$ cat src/rtl/pc_fetch_unit.sv
// PC register and instruction-fetch request stage: forms branch/jump targets,
// holds redirects across memory waits and stalls, and parks in HALTED on halt.
module pc_fetch_unit #(
    parameter logic [31:0] RESET_PC = 32'h0000_0000,
    parameter int          CNT_W    = 32
) (
    input  logic             clk,
    input  logic             rst_n,
    input  logic             stall,
    input  logic             branch_taken,
    input  logic [31:0]      branch_base,
    input  logic [31:0]      branch_offset_sl2,
    input  logic             jump,
    input  logic [25:0]      jump_index,
    input  logic             halt,
    input  logic             imem_ready,
    output logic             imem_req,
    output logic [31:0]      pc,
    output logic [31:0]      pc_plus4,
    output logic             fetch_valid,
    output logic             redirect,
    output logic [CNT_W-1:0] fetch_count,
    output logic             halted,
    output logic [1:0]       dbg_state
);

    // Memory handshake: a fetch completes in a cycle where imem_req and
    // imem_ready are both high and stall is low; pc is stable until then.
    typedef enum logic [1:0] {
        BOOT   = 2'd0,
        FETCH  = 2'd1,
        HALTED = 2'd2
    } state_t;

    state_t           r_state;
    logic [31:0]      r_pc;
    logic [31:0]      r_pend_target;
    logic             r_pend_valid;
    logic             r_halt_pend;
    logic             r_redirect;
    logic [CNT_W-1:0] r_fetch_count;

    logic             w_accept;
    logic             w_redir_now;
    logic             w_fetch_valid;
    logic [31:0]      w_branch_target;
    logic [31:0]      w_jump_target;
    logic [31:0]      w_target;
    logic [31:0]      w_pc_plus4;

    assign w_accept        = (r_state == FETCH) && imem_ready && !stall;
    assign w_redir_now     = (jump || branch_taken) && (r_state != HALTED);
    assign w_fetch_valid   = w_accept && !r_pend_valid && !w_redir_now;
    assign w_branch_target = branch_base + branch_offset_sl2;
    assign w_jump_target   = {branch_base[31:28], jump_index, 2'b00};
    assign w_target        = jump ? w_jump_target : w_branch_target;
    assign w_pc_plus4      = r_pc + 32'd4;

    always_ff @(posedge clk or negedge rst_n) begin
        if (!rst_n) begin
            r_state       <= BOOT;
            r_pc          <= RESET_PC;
            r_pend_target <= 32'd0;
            r_pend_valid  <= 1'b0;
            r_halt_pend   <= 1'b0;
            r_redirect    <= 1'b0;
            r_fetch_count <= '0;
        end else begin
            r_redirect <= w_redir_now;

            if (w_redir_now) begin
                if (w_accept) begin
                    r_pc         <= w_target;
                    r_pend_valid <= 1'b0;
                end else begin
                    r_pend_target <= w_target;
                    r_pend_valid  <= 1'b1;
                end
            end else if (w_accept) begin
                if (r_pend_valid) begin
                    r_pc         <= r_pend_target;
                    r_pend_valid <= 1'b0;
                end else begin
                    r_pc          <= w_pc_plus4;
                    r_fetch_count <= r_fetch_count + 1'b1;
                end
            end

            case (r_state)
                BOOT: begin
                    r_state <= halt ? HALTED : FETCH;
                end
                FETCH: begin
                    // The halting fetch itself still completes normally above.
                    if ((halt || r_halt_pend) && w_accept) begin
                        r_state     <= HALTED;
                        r_halt_pend <= 1'b0;
                    end else if (halt) begin
                        r_halt_pend <= 1'b1;
                    end
                end
                HALTED: begin
                    r_state <= HALTED;
                end
                default: begin
                    r_state <= BOOT;
                end
            endcase
        end
    end

    assign imem_req    = (r_state == FETCH);
    assign halted      = (r_state == HALTED);
    assign pc          = r_pc;
    assign pc_plus4    = w_pc_plus4;
    assign fetch_valid = w_fetch_valid;
    assign redirect    = r_redirect;
    assign fetch_count = r_fetch_count;
    assign dbg_state   = r_state;

endmodule

$ cat config.mk
export PLATFORM = sky130hd
export DESIGN_NAME = pc_fetch_unit
export DESIGN_NICKNAME = d
export VERILOG_FILES = /design/src/rtl/pc_fetch_unit.sv
export SDC_FILE = /design/constraint.sdc
export NUM_CORES = 1
export LEC_CHECK = 0
export BUFFER_PORTS_ARGS = -buffer_cell sky130_fd_sc_hd__buf_2
export CORE_UTILIZATION = 54
export DETAILED_ROUTE_END_ITERATION = 7
export HOLD_SLACK_MARGIN = 0.06
export PLACE_DENSITY = 0.83
export SYNTH_ARGS = -nofsm -noshare
export SYNTH_HDL_FRONTEND = slang
export SYNTH_SLANG_ARGS = --single-unit
export TNS_END_PERCENT = 30
$ cat constraint.sdc
create_clock -name clk -period 2.85 [get_ports clk]
set_input_delay 0.57 -clock clk [delete_from_list [all_inputs] [get_ports clk]]
set_output_delay 0.57 -clock clk [all_outputs]
set_load 0.005 [all_outputs]
### Yosys cells after proc, flatten, opt, wreduce, memory -nomap -nowiden

Cells that the tools add are included.

| storage, ports and cells | value |
|---|---|
| bits in registers | 101 |
| latch bits | 0 |
| memory bits (writable) | 0 |
| bits in read-only memories | 0 |
| output and inout port bits | 102 |
| logic and storage cells | 47 |
| memories | 0 |

| cells by class | value |
|---|---|
| $add $sub $neg | 3 |
| multiply operators | 0 |
| divide/modulo/power cells | 0 |
| order comparisons | 0 |
| equality and inequality tests | 4 |
| shifts and indexed selects | 0 |
| mux-type cells | 13 |
| bitwise logic cells | 3 |
| reductions and logical operators | 17 |

Operators with widths:

| cell | count |
|---|---|
| $mux 32 | 5 |
| $add 32x1->32 const B | 1 |
| $add 32x3->32 const B | 1 |
| $add 32x32->32 | 1 |
| $logic_and 1x1->1 | 6 |
| $pmux 2 s3 | 1 |
| $mux 1 | 5 |
| $mux 2 | 2 |
| $reduce_and 2->1 | 2 |
| $reduce_bool 2->1 | 2 |
| $logic_not 1->1 | 3 |
| $not 1->1 | 3 |
| $reduce_and 3->1 | 1 |
| $eq 2x1->1 const B | 1 |
| $eq 2x2->1 const B | 1 |
| $logic_not 2->1 | 1 |
| $logic_or 1x1->1 | 2 |
| $ne 2x1->1 const B | 1 |
| $ne 2x2->1 const B | 1 |

### Depth between registers and ports, before layout

| depth | value |
|---|---|
| depth after elaboration | 6 |
| mapped depth | 12 |
| mapped depth without buffers | 12 |

### Worst setup path after synthesis

No wires, ideal clock.

| path | value |
|---|---|
| path kind | input to register |
| start point | in branch_base[0] |
| end point | reg r_pend_target[30] |
| data arrival time | 2.956 ns |
| slack | -0.175 ns |
| stages on the path | 12 |
| buffers on the path | 0 |
| cell sequence | ha_1 inv_1 fa_1 nor2b_4 o31a_1 o31ai_4 a21oi_2 a31oi_4 o21ai_2 a311o_1 or4b_1 nand3_1 |

| between the ends | value |
|---|---|
| cells in the longest elaborated chain, start to end | 2 |

RTL lines:

| item | RTL line | source |
|---|---|---|
| from (decl) | 11 | `input logic [31:0] branch_base,` |
| $add 32x32->32 | 54 | `assign w_branch_target = branch_base + branch_offset_sl2;` |
| $mux 32 | 56 | `assign w_target = jump ? w_jump_target : w_branch_target;` |
| to (signal assigned) | 76 | `r_pend_target <= w_target;` |
| to (decl) | 37 | `logic [31:0] r_pend_target;` |

No other way between the ends.
A chain may end at the register's enable or synchronous reset.

### Final worst setup path

| path | value |
|---|---|
| start point | reg r_pc[18] (netlist: pc[18]) |
| end point | out pc_plus4[27] |

| between the ends | value |
|---|---|
| cells in the longest elaborated chain, start to end | 1 |

RTL lines:

| item | RTL line | source |
|---|---|---|
| from (decl) | 36 | `logic [31:0] r_pc;` |
| from (signal assigned) | 73 | `r_pc <= w_target;` |
| from (signal assigned) | 81 | `r_pc <= r_pend_target;` |
| from (signal assigned) | 84 | `r_pc <= w_pc_plus4;` |
| $add 32x3->32 | 57 | `assign w_pc_plus4 = r_pc + 32'd4;` |
| to (decl) | 19 | `output logic [31:0] pc_plus4,` |

No other way between the ends.

==> impl_metrics.ini <==
[finish]
layout.nets = 1226
multiInputGateArea_um2 = 4470
post_layout_nonfiller_instances = 1268
finish.utilization_pct = 71.0
drive_gt1_share_pct = 29.0
synthToLayoutAreaGrowth_pct = 26.7
insertedDiodeCount = 0
register_area_um2 = 2530
fillers = 1025

[worst_setup_path]
critical_setup_path_class = reg2out
crit_path_end_kind = primary output
path_cells = and4_1 -> nand4_1 -> nor4_2 -> buf_4 -> and3_1 -> xor2_1 -> buf_2
path_buf_inv = 2
critical_path.reg2reg.startpoint = dbg_state[0]
timing.critical_path.slowest_stage_cell = sky130_fd_sc_hd__dfrtp_1
cpLargestDelayFamily = simple AND/OR/NAND/NOR gates
start_kind = flip-flop
worst-endpoint-required_ns = 2.28
critical_path.startpoint = pc[18]
max_stage_delay_ns = 0.43
crit_fanout = 6
worst-endpoint-arrival_ns = 2.21

[routing]
drt_drc_violations_left = 0
detail-route-antenna-nets = 0
drt_iter0_drc = 615
route.final.wire_length_um = 20300
route.detailed.vias_per_inst = 5.71
detailroute.via_count = 7239
detail_route.first_pass.iterations = 5
routed_wire_length_per_instance_um = 16.0

[floorplan]
core-area_um2 = 12800
die_width_um = 117
placementRows = 41
die_h_um = 117
initial_core_util_pct = 56.1
fp.dieArea_um2 = 13800
io-pin-count = 199

[cts]
clk_pin_slew_worst_paths_ns = 0.06
clkLatencyLatePin_ns = 0.35
htreeDepth = 3
cts_hold_buf = 0
cts_buffer_depth = 2
clockRootBuffer = sky130_fd_sc_hd__clkbuf_16
cts_sinks = 101
cts_made_buffers = 9
cts_tree = yes

[power_and_ir_drop]
power.static_leakage_nw = 4.67
vdd_drop_max_mv = 0.385
cellPowerDensity_nw_per_um2 = 722

[synthesis]
synth-edff-count = 0
seq_area_frac_synth_pct = 35.1
syn_inst = 855
syn_avg_cell_area_um2 = 8.41
async_reset_ff_share_pct = 100
synth.most_common_cell = sky130_fd_sc_hd__nand2_1
synth_largest_area_cell = sky130_fd_sc_hd__dfrtp_1
postSynthNetCount = 990
post_synth_num_cell_types = 59
synth.area.top_cells = sky130_fd_sc_hd__dfrtp_1 35%, sky130_fd_sc_hd__ha_1 6.4%, sky130_fd_sc_hd__nand2_1 6.1%
synth.cell_area_um2 = 7190
yosysWarningCount = 0
synth_ff_type = sky130_fd_sc_hd__dfrtp_1
synth_seq_cells = 101
post-synth-top-area-fraction_pct = 35.1
synth_top_cells_by_count = 116 x sky130_fd_sc_hd__nand2_1, 101 x sky130_fd_sc_hd__dfrtp_1, 81 x sky130_fd_sc_hd__o21ai_0, 71 x sky130_fd_sc_hd__nor2_1, 54 x sky130_fd_sc_hd__a21oi_1

[global_routing]
grtUsageTotal_pct = 29.9
pin_count_of_the_biggest_net_entering_global_routing = 71
vias_in_the_first_global_route = 6758
grt_overflow = 0
first_pass_grt_wire_length_um = 33300
grt_antenna_before_repair = 1

[timing]
fin_hold_ws_ns = 0.156
timing_worst_slew_pin_value_ns = 0.642
largest_clock_skew_in_the_final_design_ns = 0.00966
slew_headroom_pct = 57.2
maxSlewViolCount = 0
finalWorstPathRequiredPeriod_ns = 2.78
post-route-worst-setup-slack_ns = 0.0662
unrepaired_setup_endpoints_after_global_routing = true
clock.fmax_mhz = 359
final-hold-violation-count = 0
finalSetupViolations = 0
timing.final.crit_share_pct = 97.7

[hold_path]
min-delay-path-class = in2async

[place]
post-place-ws_ns = -0.380
detailed_place_hpwl_um = 15300
dpl.cell_count = 1251
port-buffer-count = 198
globalplace.congestion = 0.898

[flow_run]
max-cap-violations = 0

[outcome]
status = complete, no violations
## flip-flops by register name, indices dropped and copies added (netlist names)
signal and flops:
r_pend_valid 1, pc 32, r_halt_pend 1, dbg_state 2
r_pend_target 32, redirect 1, fetch_count 32
## final cells by class
| class | count | area share, % |
|---|---|---|
| Clock buffer | 13 | 2.86 |
| Clock inverter | 3 | 0.220 |
| Inverter | 18 | 0.742 |
| Multi-Input combinational cell | 692 | 49.1 |
| Sequential cell | 101 | 27.8 |
| Tap cell | 172 | 2.36 |
| Timing Repair Buffer | 269 | 16.9 |
## worst paths after layout
| path | depth (start not counted) | endpoint | slack, ns |
|---|---|---|---|
| worst max-delay path | 7 | pc_plus4[27] | 0.07 |
| worst min-delay path | 1 | fetch_count[24] | 0.16 |
| worst max register to register | 11 | fetch_count[31] | 0.34 |
| worst min register to register | 2 | r_pend_target[11] | 0.48 |
| max in group asynchronous | 2 | pc[6] | 1.98 |
| min in group clk | 2 | r_pend_target[11] | 0.48 |
## through the flow
stage / power, W / instance area, µm² / TNS [ns]
5_1_grt: 0.00701 / 9110 / -0.0449
3_3_place_gp: 0.00524 / 8770 / -2.97
6_report: 0.00658 / 9110 / 0
2_1_floorplan: 0.00409 / 7210 / -0.0830
4_1_cts: 0.00653 / 9060 / 0
3_5_place_dp: 0.00534 / 8770 / -5.54
## power by group
| part | internal [W] | switching [W] | leakage (nW) |
|---|---|---|---|
| Combinational | 0.00137 | 0.00165 | 3.26 |
| Sequential | 0.00192 | 0.000471 | 1.28 |
| Clock | 0.000640 | 0.000528 | 0.132 |
| Total | 0.00393 | 0.00265 | 4.67 |
## logic make-up after synthesis
kind of cell	after synthesis	share of synthesized area [%]
flip-flops	101	35.1
adder cells (fa/ha/maj)	38	6.72
buffers and inverters	62	3.50
multiplexers	39	5.59
AO/OA/AOI/OAI	220	18.8
XOR/XNOR	82	9.99
AND/OR/NAND/NOR	313	20.2
## cells in the final DEF (no fill, tap or decap), types with 16 or more instances in the layout
| cell | netlist | routed |
|---|---|---|
| sky130_fd_sc_hd__buf_2 | 3 | 197 |
| sky130_fd_sc_hd__nand2_1 | 116 | 115 |
| sky130_fd_sc_hd__dfrtp_1 | 101 | 96 |
| sky130_fd_sc_hd__o21ai_0 | 81 | 80 |
| sky130_fd_sc_hd__buf_4 | 2 | 71 |
| sky130_fd_sc_hd__nor2_1 | 71 | 70 |
| sky130_fd_sc_hd__a21oi_1 | 54 | 54 |
| sky130_fd_sc_hd__xnor2_1 | 48 | 48 |
| sky130_fd_sc_hd__ha_1 | 37 | 36 |
| sky130_fd_sc_hd__xor2_1 | 34 | 34 |
| sky130_fd_sc_hd__mux2i_1 | 30 | 30 |
| sky130_fd_sc_hd__nand3_1 | 29 | 28 |
| sky130_fd_sc_hd__nand4_1 | 21 | 21 |
| sky130_fd_sc_hd__a21o_1 | 20 | 20 |
| sky130_fd_sc_hd__nor3_1 | 20 | 19 |
| sky130_fd_sc_hd__inv_1 | 18 | 17 |
| sky130_fd_sc_hd__and3_1 | 16 | 16 |
## routing by layer
layer,track usage (%),vias to the layer above,routed length [µm]
met5,0,-,0
met4,11.2,0,498
met3,4.33,37,1410
met2,47.9,311,9380
met1,40.8,3398,9010
li1,-,3493,-
## repair_timing
action | 4_1_cts | 5_1_grt
cloned | 0 | 0
resized for setup | 4 | 11
pin swaps | 0 | 2
buffers inserted | 0 | 1
setup endpoints to repair | 11 | 26
(Power assumes the default switching activity.)
